==> src/rtl/rgmii_tx_framer.sv <==
// rgmii_tx_framer: wraps MAC byte stream into an RGMII frame (preamble, SFD, payload, optional FCS, IFG)
// Ports: mac_clk/mac_rst_n (sync active-low); mac_startofpacket, mac_endofpacket, mac_valid,
//   mac_data, mac_error, mac_ready form the MAC-side stream; tx_data/tx_en/tx_er are registered
//   outputs to the RGMII DDR stage. Define RGMII_TX_FCS_EN to append the CRC-32 FCS.
module rgmii_tx_framer #(
    parameter int DATA_WIDTH = 8
) (
    input  logic                  mac_clk,
    input  logic                  mac_rst_n,
    input  logic                  mac_startofpacket,
    input  logic                  mac_endofpacket,
    input  logic                  mac_valid,
    input  logic [DATA_WIDTH-1:0] mac_data,
    input  logic                  mac_error,
    output logic                  mac_ready,
    output logic [7:0]            tx_data,
    output logic                  tx_en,
    output logic                  tx_er
);
    typedef enum logic [2:0] {
        S_IDLE, S_PREAMBLE, S_DATA, S_IFG, S_DROP
`ifdef RGMII_TX_FCS_EN
        , S_FCS
`endif
    } state_t;
    state_t     state;
    logic [3:0] cnt;
`ifdef RGMII_TX_FCS_EN
    logic [31:0] crc;
    logic [31:0] fcs;
    function automatic logic [31:0] crc_byte(input logic [31:0] c, input logic [7:0] d);
        logic [31:0] r;
        r = c ^ {24'd0, d};
        for (int i = 0; i < 8; i++) r = r[0] ? (r >> 1) ^ 32'hEDB88320 : r >> 1;
        return r;
    endfunction
    always_comb fcs = ~crc;
`endif
    // a start-of-packet beat in idle is held back so it becomes the first payload byte
    always_comb mac_ready = mac_rst_n && (state == S_DATA || state == S_DROP ||
                                          (state == S_IDLE && !mac_startofpacket));
    always_ff @(posedge mac_clk) begin
        if (!mac_rst_n) begin
            state   <= S_IDLE;
            cnt     <= 4'd0;
            tx_en   <= 1'b0;
            tx_er   <= 1'b0;
            tx_data <= 8'h00;
`ifdef RGMII_TX_FCS_EN
            crc     <= 32'd0;
`endif
        end else begin
            tx_en   <= 1'b0;
            tx_er   <= 1'b0;
            tx_data <= 8'h00;
            case (state)
                S_IDLE: if (mac_valid && mac_startofpacket) begin
                    state   <= S_PREAMBLE;
                    cnt     <= 4'd0;
                    tx_en   <= 1'b1;
                    tx_data <= 8'h55;
`ifdef RGMII_TX_FCS_EN
                    crc     <= 32'hFFFFFFFF;
`endif
                end
                S_PREAMBLE: begin
                    tx_en   <= 1'b1;
                    cnt     <= cnt + 4'd1;
                    tx_data <= (cnt == 4'd6) ? 8'hD5 : 8'h55;
                    if (cnt == 4'd6) state <= S_DATA;
                end
                S_DATA: begin
                    tx_en <= 1'b1;
                    if (mac_valid) begin
                        tx_data <= mac_data[7:0];
                        tx_er   <= mac_error;
`ifdef RGMII_TX_FCS_EN
                        crc     <= crc_byte(crc, mac_data[7:0]);
                        if (mac_endofpacket) state <= S_FCS;
`else
                        if (mac_endofpacket) state <= S_IFG;
`endif
                        cnt <= 4'd0;
                    end else begin
                        tx_er <= 1'b1;
                        state <= S_DROP;
                    end
                end
`ifdef RGMII_TX_FCS_EN
                S_FCS: begin
                    tx_en   <= 1'b1;
                    tx_data <= fcs[{cnt[1:0], 3'b000} +: 8];
                    cnt     <= (cnt == 4'd3) ? 4'd0 : cnt + 4'd1;
                    if (cnt == 4'd3) state <= S_IFG;
                end
`endif
                // first IFG cycle carries the final frame byte, leaving 12 idle output cycles before the next preamble
                S_IFG: begin
                    cnt <= cnt + 4'd1;
                    if (cnt == 4'd11) state <= S_IDLE;
                end
                S_DROP: if (mac_valid && mac_endofpacket) begin
                    state <= S_IFG;
                    cnt   <= 4'd0;
                end
                default: state <= S_IDLE;
            endcase
        end
    end
endmodule
==> config.mk <==
export PLATFORM = sky130hd
export DESIGN_NAME = rgmii_tx_framer
export DESIGN_NICKNAME = d
export VERILOG_FILES = /design/src/rtl/rgmii_tx_framer.sv
export SDC_FILE = /design/constraint.sdc
export NUM_CORES = 1
export LEC_CHECK = 0
export BUFFER_PORTS_ARGS = -buffer_cell sky130_fd_sc_hd__buf_2
export CAP_MARGIN = 20
export CORE_MARGIN = 3
export CORE_UTILIZATION = 51
export CTS_BUF_LIST = sky130_fd_sc_hd__clkbuf_4 sky130_fd_sc_hd__clkbuf_8
export CTS_CLUSTER_DIAMETER = 30
export DETAILED_ROUTE_END_ITERATION = 12
export MAX_ROUTING_LAYER = met4
export PLACE_DENSITY = 0.86
export SLEW_MARGIN = 20
export SYNTH_ARGS = -nofsm -noshare
export SYNTH_HDL_FRONTEND = slang
export SYNTH_SLANG_ARGS = --single-unit
==> constraint.sdc <==
create_clock -name mac_clk -period 1.6 [get_ports mac_clk]
set_input_delay 0.24 -clock mac_clk [delete_from_list [all_inputs] [get_ports mac_clk]]
set_output_delay 0.24 -clock mac_clk [all_outputs]
set_load 0.01 [all_outputs]
; ---- Word level (Yosys, flattened, before mapping)
; Cells that the tools add are included.
; W data, S select, Z words.
[totals]
regBits = 17
out_inout_bits = 11
wordCells = 50
[op_classes]
add_sub_neg = 1
eq_ne = 12
muxes = 18
n_reduce_logical = 14
[ops]
columns = cell, count
row1 = $pmux W8 S3, 1
row2 = $mux W3, 6
row3 = $mux W8, 2
row4 = $pmux W4 S4, 1
row5 = $pmux W3 S5, 1
row6 = $mux W4, 3
row7 = $mux W7, 1
row8 = $eq A3 B2 Y1 const B, 2
row9 = $ne A2 B2 Y1 const B, 3
row10 = $reduce_and A5 Y1, 1
row11 = $add A4 B1 Y4 const B, 1
row12 = $eq A4 B3 Y1 const B, 1
row13 = $eq A4 B4 Y1 const B, 1
row14 = $logic_and A1 B1 Y1, 4
row15 = $ne A2 B1 Y1 const B, 2
row16 = $reduce_and A4 Y1, 1
row17 = $reduce_bool A4 Y1, 1
row18 = $reduce_or A2 Y1, 2
row19 = $eq A3 B1 Y1 const B, 1
row20 = $eq A3 B3 Y1 const B, 1
row21 = $logic_not A3 Y1, 1
row22 = $ne A3 B3 Y1 const B, 1
row23 = $logic_or A1 B1 Y1, 2
row24 = $mux W1, 2
row25 = other kinds (3), 3

; ---- Logic depth before layout (Yosys ltp)
[depth]
depth_word = 4
depth_mapped = 5
mapped_depth_nobuf = 5

; ---- Least setup slack after synthesis
; OpenSTA, ideal clock, no wires.
[synth_timing]
path_type = reg2reg
from = register cnt[0]
to = register state[0]
setup_time_ns = 0.103
arrival_time_ns = 1.361
t_required_ns = 1.497
setup_slack_ns = 0.136
path_stages_with_launch = 6
n_path_buf = 0
synth_period_minus_slack_ns = 1.464
cell_sequence = dfxtp_1 > inv_1 > ha_1 > nor4bb_1 > or3_1 > a2111oi_2
[synth_via]
elab_chain_cells = 3
word_cells_on_any_way = 5
classes_between = 4 x eq/ne / 1 x reduce/logical
[synth_lines]
columns = item, line_no
row1 = from (decl), 27  ; logic [3:0] cnt;
row2 = from (signal assigned), 68  ; cnt <= cnt + 4'd1;
row3 = from (signal assigned), 99  ; cnt <= cnt + 4'd1;
row4 = $eq A4 B4 Y1 or $eq A4 B3 Y1 (tied branches), "100, 70"
row5 = $ne A2 B2 Y1 (no line), n/a
row6 = $reduce_and A5 Y1 (no line) *, n/a
row7 = to (signal assigned), 100  ; if (cnt == 4'd11) state <= S_IDLE;
row8 = to (signal assigned), 103  ; state <= S_IFG;
row9 = to (signal assigned), 106  ; default: state <= S_IDLE;
row10 = to (decl), 26  ; state_t state;
; Every way passes the cells marked *; elsewhere a longest branch is shown, timed or not.
; A chain may end at the register's enable or synchronous reset.

; ---- Worst setup path in the final report
[layout_timing]
from = register cnt[1]
to = register state[0]
; The elaborated chain is that of the path after synthesis.

==> metrics.csv <==
metric,value,unit
vias in the first global route,655,
Slew HR,66.12,%
Crit Reg-Reg Startpoint,cnt[1],
mux share of post-synthesis cell area,0,%
via count,741,
Crit path buffers/inverters,0,
max cap viols,0,
CP endpoint,state[0],
crit path capture type,flop,
hold slack final,166.7,ps
Die Height,45.60,um
Max Fanout on Critical Path,5,
First-pass DRT Iterations,4,
cell area power density,778.8,mW/mm^2
#FFs+latches synth,17,
crit path launch type,flop,
row count,13,
Total GRT Usage,18.21,%
largest family of logic cells by synthesized area,simple AND/OR/NAND/NOR gates,
reg2reg path depth,4,
total wire length,1.619,mm
Compound-Gate Fraction of Synth Area,22.69,%
peak per-stage delay on the critical path,390,ps
clock buffer depth,2,
clock share of power,28.8,%
Post CTS Setup Buffer Count,0,
Final Power,0.7591,mW
LEAKAGE,0.4287,nW
yosys warns,0,
Post-Syn Nets,106,
first-pass GRT wire length,2.704,mm
sequential fraction of the synthesis area,42.57,%
r2r endpoint,state[0],
WP depth,4,
clock insertion delay at the later pin of the skew report,280,ps
clock root buffer,clkbuf_4,
Placer Congestion,0.7860,
I/O Pins,25,
# setup viols final,0,
final core utilization,70.50,%
worst setup path start,cnt[1],
critical-path cell list,ha_2 > and4b_1 > or3_1 > a2111oi_4,
P_sw,0.1879,mW
clock transition at the registers of the reported paths,100,ps
combinational power share,12.7,%
min-delay src,mac_data[1],
Int Power,0.5712,mW
Final Slew Violations,0,
Gate Count Post-Synth,90,
WL/cell,12.36,um
sw frac,24.76,%
Post-Syn Area per Cell,8.884,um^2
largest net degree at the start of global routing,12,
fin crit share,95.57,%
Congestion Overflow GR,0,
vias per inst,5.656,
CTS Buf Count,3,
final net count,133,
Final min period,1529,ps
clk_skew,4.965,ps
fraction of layout cells with a size suffix above 1,32.76,%
Initial Util,57.83,%
hpwl dp,1.261,mm
CTS sink count,17,
DR iter-0 viols,9,
Place WS,62.54,ps
Crit path max-delay family,simple AND/OR/NAND/NOR gates,
Critical Path RT,1780,ps
Post-Synth Simple-Gate Area,26.13,%
xor/xnor share of the synthesized area,0,%
CP arrival,1710,ps
initial antenna violation count,0,
Post-Synth Adder-Cell Area,3.130,%
crit path kind,flop to flop,
core area,0.001383,mm^2
Residual DRC,0,
mapped cell area,799.5,um^2
setup ws final,70.90,ps
CTS tree,yes,
H-tree levels,1,
number of distinct library cells after synthesis,34,
Max Clock Freq,0.6540,GHz
Seq pwr share,58.5,%
Final Hold Fails,0,
TNS Setup,0,ps
Die ar.,0.002079,mm^2
maximum VDD drop,476.4,uV
status,finished clean,
Worst Max-Slew Pin Slew,505.1,ps
# diodes,0,
Area Overhead vs Synth,21.91,%
antenna-violating nets left,0,
reg2reg setup slack,70,ps
die width,45.60,um
slowest CP cell,or3_1,
unrepaired setup endpoints after global routing,no,
count of input and output buffers,24,
Worst Hold Class,input port to flop,
## timing repair
| item | 4_1_cts | 5_1_grt |
|---|---|---|
| hold buffers | 0 | 0 |
| resized for setup | 0 | 5 |
| setup endpoints to repair | 0 | 2 |
## logic make-up after synthesis
family,Yosys count
buffers and inverters,9
AOI/OAI and AO/OA,25
DFF,17
and+or+nand+nor,37
adders and majority gates,2
## power groups by stage
stage	Combinational, mW	Sequential (mW)	Clock [mW]
2_1_floorplan	0.0570	0.454	0
3_3_place_gp	0.0898	0.453	0
3_5_place_dp	0.0919	0.453	0
4_1_cts	0.0923	0.444	0.222
5_1_grt	0.109	0.446	0.248
6_report	0.0966	0.444	0.218
## sequential cells by signal, summed over array words and instances (netlist names)
register  count
tx_data       8
tx_er         1
cnt           4
tx_en         1
state         3
## worst register-to-register path, stage by stage (launching register included)
cell	delay (ps)
dfxtp_1	370
ha_2	210
and4b_1	180
or3_1	390
a2111oi_4	290
## metal layers
layer  track usage, %  wire, um
met2            31.75       864
met5                -         0
met4            5.263        12
met1            20.77       674
met3            3.557        68
## layout make-up
cell class | count | area [um^2]
multi-input cells | 64 | 430.4
well taps | 15 | 18.77
clock inverters | 1 | 5.005
flip-flops and latches | 17 | 344.1
fillers | 117 | 407.9
clock buffers | 3 | 22.52
repair buffers | 26 | 135.1
inverters | 5 | 18.77
## how the worst min path moves through the flow
stage / end / depth (start not counted) / slack (ps)
after CTS: tx_data[1] / 3 / 160
after global placement: tx_data[3] / 3 / 460
after global routing: tx_data[3] / 3 / 160
after floorplan: tx_data[1] / 2 / 350
after detailed placement: tx_data[1] / 3 / 460
final: tx_data[1] / 3 / 170
## synthesized netlist by cell type, drive strengths merged
library cell	count	share of area [%]
nor2b	2	1.6
a211o	1	1.1
nor3	1	0.63
dfxtp	17	43
and4bb	1	1.6
nand2	12	5.6
or3	2	1.6
nor3b	2	1.9
buf	3	2.7
and3b	1	1.1
a21oi	10	6.3
and4b	1	1.3
a311oi	2	2.2
clkbuf	1	0.47
a41oi	1	1.1
inv	5	2.3
a211oi	3	2.8
a21o	1	0.94
o221ai	1	1.9
o32ai	1	1.1
a31oi	1	0.78
o22ai	1	0.78
nand3	1	0.63
a2111oi	1	1.9
o21a	2	1.9
nor2	6	2.8
or3b	1	1.1
nand2b	4	3.4
nand4	1	0.78
nor4bb	1	1.3
nand3b	1	0.94
ha	2	3.1
## layout by cell type (no fill, tap or decap), drive strengths merged, types with 3 or more instances in the layout
cell type,synthesis,routed
buf,3,26
nand2b,4,4
a211oi,3,3
inv,5,5
dfxtp,17,17
nand2,12,12
clkbuf,1,3
a21oi,10,10
nor2,6,6
## through the flow
stage	cells	instance area [um^2]
after floorplan	90	799.5
after global placement	127	928.4
after detailed placement	127	928.4
after CTS	131	955.9
after global routing	131	974.7
final	131	974.7
(Power assumes the default switching activity.)
